===== src/rtl/miriscv_rvfi_tracer.sv =====
// RVFI retirement tracer: formats writeback events into a DEPTH-entry FIFO, order-numbered, one in / one out per cycle.
// Latency one cycle from retire to rvfi_valid_o; a stalled sink holds the head stable, and events arriving when full are dropped (sticky overflow_o).
module miriscv_rvfi_tracer #(
    parameter int XLEN    = 32,
    parameter int DEPTH   = 4,
    parameter int ORDER_W = 64
) (
    input  logic                         clk_i,
    input  logic                         aresetn_i,
    input  logic                         ret_valid_i,
    input  logic [31:0]                  ret_insn_i,
    input  logic [XLEN-1:0]              ret_pc_rdata_i,
    input  logic [XLEN-1:0]              ret_pc_wdata_i,
    input  logic                         ret_rs1_used_i,
    input  logic                         ret_rs2_used_i,
    input  logic [4:0]                   ret_rs1_addr_i,
    input  logic [4:0]                   ret_rs2_addr_i,
    input  logic [XLEN-1:0]              ret_rs1_rdata_i,
    input  logic [XLEN-1:0]              ret_rs2_rdata_i,
    input  logic                         ret_rd_we_i,
    input  logic [4:0]                   ret_rd_addr_i,
    input  logic [XLEN-1:0]              ret_rd_wdata_i,
    input  logic                         ret_mem_req_i,
    input  logic                         ret_mem_we_i,
    input  logic [2:0]                   ret_mem_size_i,
    input  logic [XLEN-1:0]              ret_mem_addr_i,
    input  logic [XLEN-1:0]              ret_mem_wdata_i,
    input  logic [XLEN-1:0]              ret_mem_rdata_i,
    input  logic                         ret_trap_i,
    input  logic                         ret_intr_i,
    input  logic                         rvfi_ready_i,
    output logic                         rvfi_valid_o,
    output logic [ORDER_W-1:0]           rvfi_order_o,
    output logic [31:0]                  rvfi_insn_o,
    output logic                         rvfi_trap_o,
    output logic                         rvfi_halt_o,
    output logic                         rvfi_intr_o,
    output logic [1:0]                   rvfi_mode_o,
    output logic [1:0]                   rvfi_ixl_o,
    output logic [4:0]                   rvfi_rs1_addr_o,
    output logic [4:0]                   rvfi_rs2_addr_o,
    output logic [XLEN-1:0]              rvfi_rs1_rdata_o,
    output logic [XLEN-1:0]              rvfi_rs2_rdata_o,
    output logic [4:0]                   rvfi_rd_addr_o,
    output logic [XLEN-1:0]              rvfi_rd_wdata_o,
    output logic [XLEN-1:0]              rvfi_pc_rdata_o,
    output logic [XLEN-1:0]              rvfi_pc_wdata_o,
    output logic [XLEN-1:0]              rvfi_mem_addr_o,
    output logic [3:0]                   rvfi_mem_rmask_o,
    output logic [3:0]                   rvfi_mem_wmask_o,
    output logic [XLEN-1:0]              rvfi_mem_rdata_o,
    output logic [XLEN-1:0]              rvfi_mem_wdata_o,
    output logic [$clog2(DEPTH+1)-1:0]   level_o,
    output logic                         overflow_o
);

    localparam int PTR_W = $clog2(DEPTH);
    localparam int LVL_W = $clog2(DEPTH+1);

    // miriscv_decode_pkg MEM_ACCESS_* encodings
    localparam logic [2:0] MEM_ACCESS_WORD  = 3'd0;
    localparam logic [2:0] MEM_ACCESS_HALF  = 3'd1;
    localparam logic [2:0] MEM_ACCESS_BYTE  = 3'd2;
    localparam logic [2:0] MEM_ACCESS_UHALF = 3'd4;
    localparam logic [2:0] MEM_ACCESS_UBYTE = 3'd5;

    typedef struct packed {
        logic [ORDER_W-1:0] order;
        logic [31:0]        insn;
        logic               trap;
        logic               intr;
        logic [4:0]         rs1_addr;
        logic [4:0]         rs2_addr;
        logic [XLEN-1:0]    rs1_rdata;
        logic [XLEN-1:0]    rs2_rdata;
        logic [4:0]         rd_addr;
        logic [XLEN-1:0]    rd_wdata;
        logic [XLEN-1:0]    pc_rdata;
        logic [XLEN-1:0]    pc_wdata;
        logic [XLEN-1:0]    mem_addr;
        logic [3:0]         mem_rmask;
        logic [3:0]         mem_wmask;
        logic [XLEN-1:0]    mem_rdata;
        logic [XLEN-1:0]    mem_wdata;
    } entry_t;

    entry_t             r_mem [DEPTH];
    logic [PTR_W:0]     r_wr_ptr;
    logic [PTR_W:0]     r_rd_ptr;
    logic [ORDER_W-1:0] r_order;
    logic               r_overflow;

    logic   w_empty;
    logic   w_full;
    logic   w_push;
    logic   w_pop;
    logic   w_drop;
    logic   [3:0] w_base_mask;
    logic   [3:0] w_lane_mask;
    entry_t w_entry;
    entry_t w_head;

    assign w_empty = (r_wr_ptr == r_rd_ptr);
    assign w_full  = (r_wr_ptr[PTR_W] != r_rd_ptr[PTR_W]) &&
                     (r_wr_ptr[PTR_W-1:0] == r_rd_ptr[PTR_W-1:0]);
    assign w_pop   = !w_empty && rvfi_ready_i;
    assign w_push  = ret_valid_i && (!w_full || w_pop);
    assign w_drop  = ret_valid_i && w_full && !w_pop;

    always_comb begin
        w_base_mask = 4'b0000;
        case (ret_mem_size_i)
            MEM_ACCESS_WORD:                   w_base_mask = 4'b1111;
            MEM_ACCESS_HALF, MEM_ACCESS_UHALF: w_base_mask = 4'b0011;
            MEM_ACCESS_BYTE, MEM_ACCESS_UBYTE: w_base_mask = 4'b0001;
            default:                           w_base_mask = 4'b0000;
        endcase
    end

    // Misaligned accesses simply lose the lanes shifted past bit 3.
    assign w_lane_mask = w_base_mask << ret_mem_addr_i[1:0];

    always_comb begin
        w_entry          = '0;
        w_entry.order    = r_order;
        w_entry.insn     = ret_insn_i;
        w_entry.trap     = ret_trap_i;
        w_entry.intr     = ret_intr_i;
        w_entry.pc_rdata = ret_pc_rdata_i;
        w_entry.pc_wdata = ret_pc_wdata_i;
        if (ret_rs1_used_i) begin
            w_entry.rs1_addr  = ret_rs1_addr_i;
            w_entry.rs1_rdata = ret_rs1_rdata_i;
        end
        if (ret_rs2_used_i) begin
            w_entry.rs2_addr  = ret_rs2_addr_i;
            w_entry.rs2_rdata = ret_rs2_rdata_i;
        end
        if (ret_rd_we_i && (ret_rd_addr_i != 5'd0)) begin
            w_entry.rd_addr  = ret_rd_addr_i;
            w_entry.rd_wdata = ret_rd_wdata_i;
        end
        if (ret_mem_req_i) begin
            w_entry.mem_addr = ret_mem_addr_i;
            if (ret_mem_we_i) begin
                w_entry.mem_wmask = w_lane_mask;
                w_entry.mem_wdata = ret_mem_wdata_i;
            end else begin
                w_entry.mem_rmask = w_lane_mask;
                w_entry.mem_rdata = ret_mem_rdata_i;
            end
        end
    end

    // Storage is reset so the head register reads all-zero out of reset.
    always_ff @(posedge clk_i or negedge aresetn_i) begin
        if (!aresetn_i) begin
            for (int i = 0; i < DEPTH; i++) r_mem[i] <= '0;
        end else if (w_push) begin
            r_mem[r_wr_ptr[PTR_W-1:0]] <= w_entry;
        end
    end

    always_ff @(posedge clk_i or negedge aresetn_i) begin
        if (!aresetn_i) begin
            r_wr_ptr   <= '0;
            r_rd_ptr   <= '0;
            r_order    <= '0;
            r_overflow <= 1'b0;
        end else begin
            if (w_push) begin
                r_wr_ptr <= r_wr_ptr + 1'b1;
                r_order  <= r_order + 1'b1;
            end
            if (w_pop)  r_rd_ptr   <= r_rd_ptr + 1'b1;
            if (w_drop) r_overflow <= 1'b1;
        end
    end

    assign w_head = r_mem[r_rd_ptr[PTR_W-1:0]];

    assign rvfi_valid_o     = !w_empty;
    assign rvfi_order_o     = w_head.order;
    assign rvfi_insn_o      = w_head.insn;
    assign rvfi_trap_o      = w_head.trap;
    assign rvfi_intr_o      = w_head.intr;
    assign rvfi_halt_o      = 1'b0;
    assign rvfi_mode_o      = 2'd3;
    assign rvfi_ixl_o       = 2'd1;
    assign rvfi_rs1_addr_o  = w_head.rs1_addr;
    assign rvfi_rs2_addr_o  = w_head.rs2_addr;
    assign rvfi_rs1_rdata_o = w_head.rs1_rdata;
    assign rvfi_rs2_rdata_o = w_head.rs2_rdata;
    assign rvfi_rd_addr_o   = w_head.rd_addr;
    assign rvfi_rd_wdata_o  = w_head.rd_wdata;
    assign rvfi_pc_rdata_o  = w_head.pc_rdata;
    assign rvfi_pc_wdata_o  = w_head.pc_wdata;
    assign rvfi_mem_addr_o  = w_head.mem_addr;
    assign rvfi_mem_rmask_o = w_head.mem_rmask;
    assign rvfi_mem_wmask_o = w_head.mem_wmask;
    assign rvfi_mem_rdata_o = w_head.mem_rdata;
    assign rvfi_mem_wdata_o = w_head.mem_wdata;

    assign level_o    = LVL_W'(r_wr_ptr - r_rd_ptr);
    assign overflow_o = r_overflow;

endmodule

===== config.mk =====
export PLATFORM = sky130hd
export DESIGN_NAME = miriscv_rvfi_tracer
export DESIGN_NICKNAME = d
export VERILOG_FILES = /design/src/rtl/miriscv_rvfi_tracer.sv
export SDC_FILE = /design/constraint.sdc
export NUM_CORES = 2
export LEC_CHECK = 0
export CAP_MARGIN = 20
export CORE_MARGIN = 3
export CORE_UTILIZATION = 45
export DETAILED_ROUTE_END_ITERATION = 10
export GPL_TIMING_DRIVEN = 0
export PLACE_DENSITY = 0.66
export SETUP_SLACK_MARGIN = 0.3
export SYNTH_ARGS = -nofsm -noshare
export SYNTH_HDL_FRONTEND = slang
export SYNTH_SLANG_ARGS = --single-unit

===== constraint.sdc =====
create_clock -name clk_i -period 7.5 [get_ports clk_i]
set_input_delay 1.125 -clock clk_i [delete_from_list [all_inputs] [get_ports clk_i]]
set_output_delay 1.125 -clock clk_i [all_outputs]
set_load 0.1 [all_outputs]

==> metrics.md <==
| Metric | Value |
|---|---|
| Layout Area Growth over Synthesis | 23.6% |
| Storage cell area | 39500 sq um |
| Max Root-Sink Buffers | 3 |
| Core ar. | 147000 sq um |
| Starting density of the core | 45.7% |
| First-pass GRT wire length | 311 mm |
| Crit path max fanout | 10 |
| CTS clk-pin slew, worst paths | 0.06 ns |
| Slew HR | 18.4% |
| Min Clock Period, post-route | 6.23 ns |
| Ys flop type | dfrtp_1 |
| Seq/Total Area, Yosys | 58.9% |
| FMAX | 0.160 GHz |
| TritonCTS clock tree | yes |
| Die Span X | 392 um |
| Yosys warnings | 0 |
| Most common cell after layout, fill and taps aside | dfrtp_1 |
| Vias in the first global route | 48300 |
| Worst Setup Path Type | reg -> out |
| Final Instance Area | 82800 sq um |
| Final hold violations | 0 |
| Synth Cell Area | 67000 sq um |
| Final period util | 83.1% |
| DIE HEIGHT | 392 um |
| Final #Nets | 6480 |
| Crit path DAT | 5.11 ns |
| FP Rows | 140 |
| RSZ-0062 raised after global routing | no |
| Number of max-cap violations | 0 |
| Req. time, crit path | 6.38 ns |
| DP HPWL | 149 mm |
| Ports | 704 |
| I/O Buffers | 695 |
| Postcts setup bufs | 0 |
| Synth Register Bits | 1579 |
| CP startpoint kind | flip-flop |
| Crit path capture type | output port |
| Avg Synthesized Cell Area | 12.8 sq um |
| Slew Viols, Final | 0 |
| CTS Buf Count | 167 |
| Via density | 5.66 |
| Largest net degree at the start of global routing | 188 |
| Cell Area, Placed | 77200 sq um |
| Clk root buf | clkbuf_16 |
| Multi-input gate area | 25800 sq um |
| Avg WL per Cell | 25.5 um |
| Final WL | 210 mm |
| Clock sink count | 1579 |
| Hold-fix buffers at CTS | 0 |
| Via count | 46600 |
| Overflow after GRT | 0 |
| Cells after Synth | 5246 |
| Clock skew | 0.0211 ns |
| DRT Pass-1 Iters | 5 |
| Worst Max-Slew Pin Slew | 1.22 ns |
| Yosys cell types | 43 |
| Initial antenna violation count | 47 |
| Routed Antenna Nets | 0 |
| DRT iter0 DRCs | 3492 |
| DR DRC count | 0 |
| GPL Wtd Cong | 0.829 |
| Worst-skew pair later-pin latency | 0.78 ns |
| Hold crit path type | in -> async |
| Post-synthesis async set-or-reset flop share | 100% |
| Most frequent cells in the layout | dfrtp_1, nand2_1, o21ai_0 |
| Die ar. | 154000 sq um |
| Post_cts resized | 0 |
| Htree depth | 4 |
| Finish-stage setup viols | 0 |
| Status | complete, no violations |
| Setup_tns | 0 ns |
| Share of layout cells above drive strength 1 | 23.0% |
| Post-synth EDFFs | 0 |
| Filler cells | 12100 |
| Total GRT Usage | 27.2% |
synth_stat cells, types with 8 or more instances:
library cell | number | share of area (%)
nor4_1 | 11 | 0.10
nor2_1 | 25 | 0.14
ha_1 | 8 | 0.15
nor3_1 | 22 | 0.16
inv_1 | 16 | 0.090
nand4_1 | 19 | 0.18
dfrtp_1 | 1579 | 59
mux2_2 | 614 | 10
mux4_2 | 377 | 13
o31ai_1 | 8 | 0.090
xnor2_1 | 32 | 0.42
clkbuf_1 | 214 | 1.2
buf_2 | 148 | 1.1
nand2_1 | 1144 | 6.4
o21ai_0 | 890 | 6.6
nand3_1 | 25 | 0.19
xor2_1 | 38 | 0.50
buf_1 | 30 | 0.17
path summary, 6_finish.rpt:
check | to | slack [ns] | from | depth (start not counted)
max | rvfi_rs2_rdata_o[31] | 1.27 | r_rd_ptr[1] | 6
min | r_mem[61] | 0.27 | aresetn_i | 1
max reg2reg | r_mem[1407] | 1.57 | r_rd_ptr[1] | 16
min reg2reg | r_mem[766] | 0.47 | r_mem[766] | 2
max in group asynchronous | r_mem[595] | 4.02 | aresetn_i | 5
min in group clk_i | r_mem[766] | 0.47 | r_mem[766] | 2
registers in the layout (all words and copies together), names as in the netlist:
name,flops
r_mem,1508
r_order,64
r_rd_ptr,3
r_wr_ptr,3
overflow_o,1
kinds of logic (layout without fill, tap and decap cells):
family / Yosys count / count (layout) / share of synthesized area (%)
fa+ha+maj: 10 / 10 / 0.194
xor+xnor: 70 / 70 / 0.915
mux: 991 / 991 / 23.0
flops: 1579 / 1579 / 58.9
simple gates: 1273 / 1273 / 7.49
buf+inv: 414 / 1451 / 2.63
other cells: 2 / 35 / 0.0112
compound gates: 907 / 907 / 6.83
final cells by class:
type	instances	share of cell area (%)
diodes	30	0.0906
plain buffers	398	2.06
clock buffers	263	6.10
clock inverters	38	0.515
inverters	16	0.0725
multi-input cells	3256	31.1
flip-flops and latches	1579	47.7
well taps	1917	2.90
repair buffers	736	9.46
per-stage QoR:
step	hold slack (ns)	std cells	setup WS (ns)	utilization, %
2_1_floorplan	0.443	5249	3.77	-
3_3_place_gp	0.456	7861	-65.60	52.0
3_5_place_dp	0.465	7896	1.34	52.6
4_1_cts	0.260	8197	1.15	56.3
5_1_grt	0.278	8217	1.10	56.4
6_report	0.274	8233	1.27	56.4
metal layers:
layer  track usage [%]  part of all wire [%]
met1              36.1                    40
met2              43.2                    48
met3              6.98                   8.1
met4              10.4                   3.7
met5                 0                 0.063
worst max-delay path, cell delays in order, from the launching register on:
cell and delay, ns:
dfrtp_1 0.40, clkbuf_1 0.31, buf_8 0.22, clkbuf_1 0.81, clkbuf_1 0.83, mux4_2 0.54
clkdlybuf4s50_1 1.18
Power is left out: the tool's default activity adds up to more than one toggle a clock period on the data nets, which glitch-free logic cannot reach.
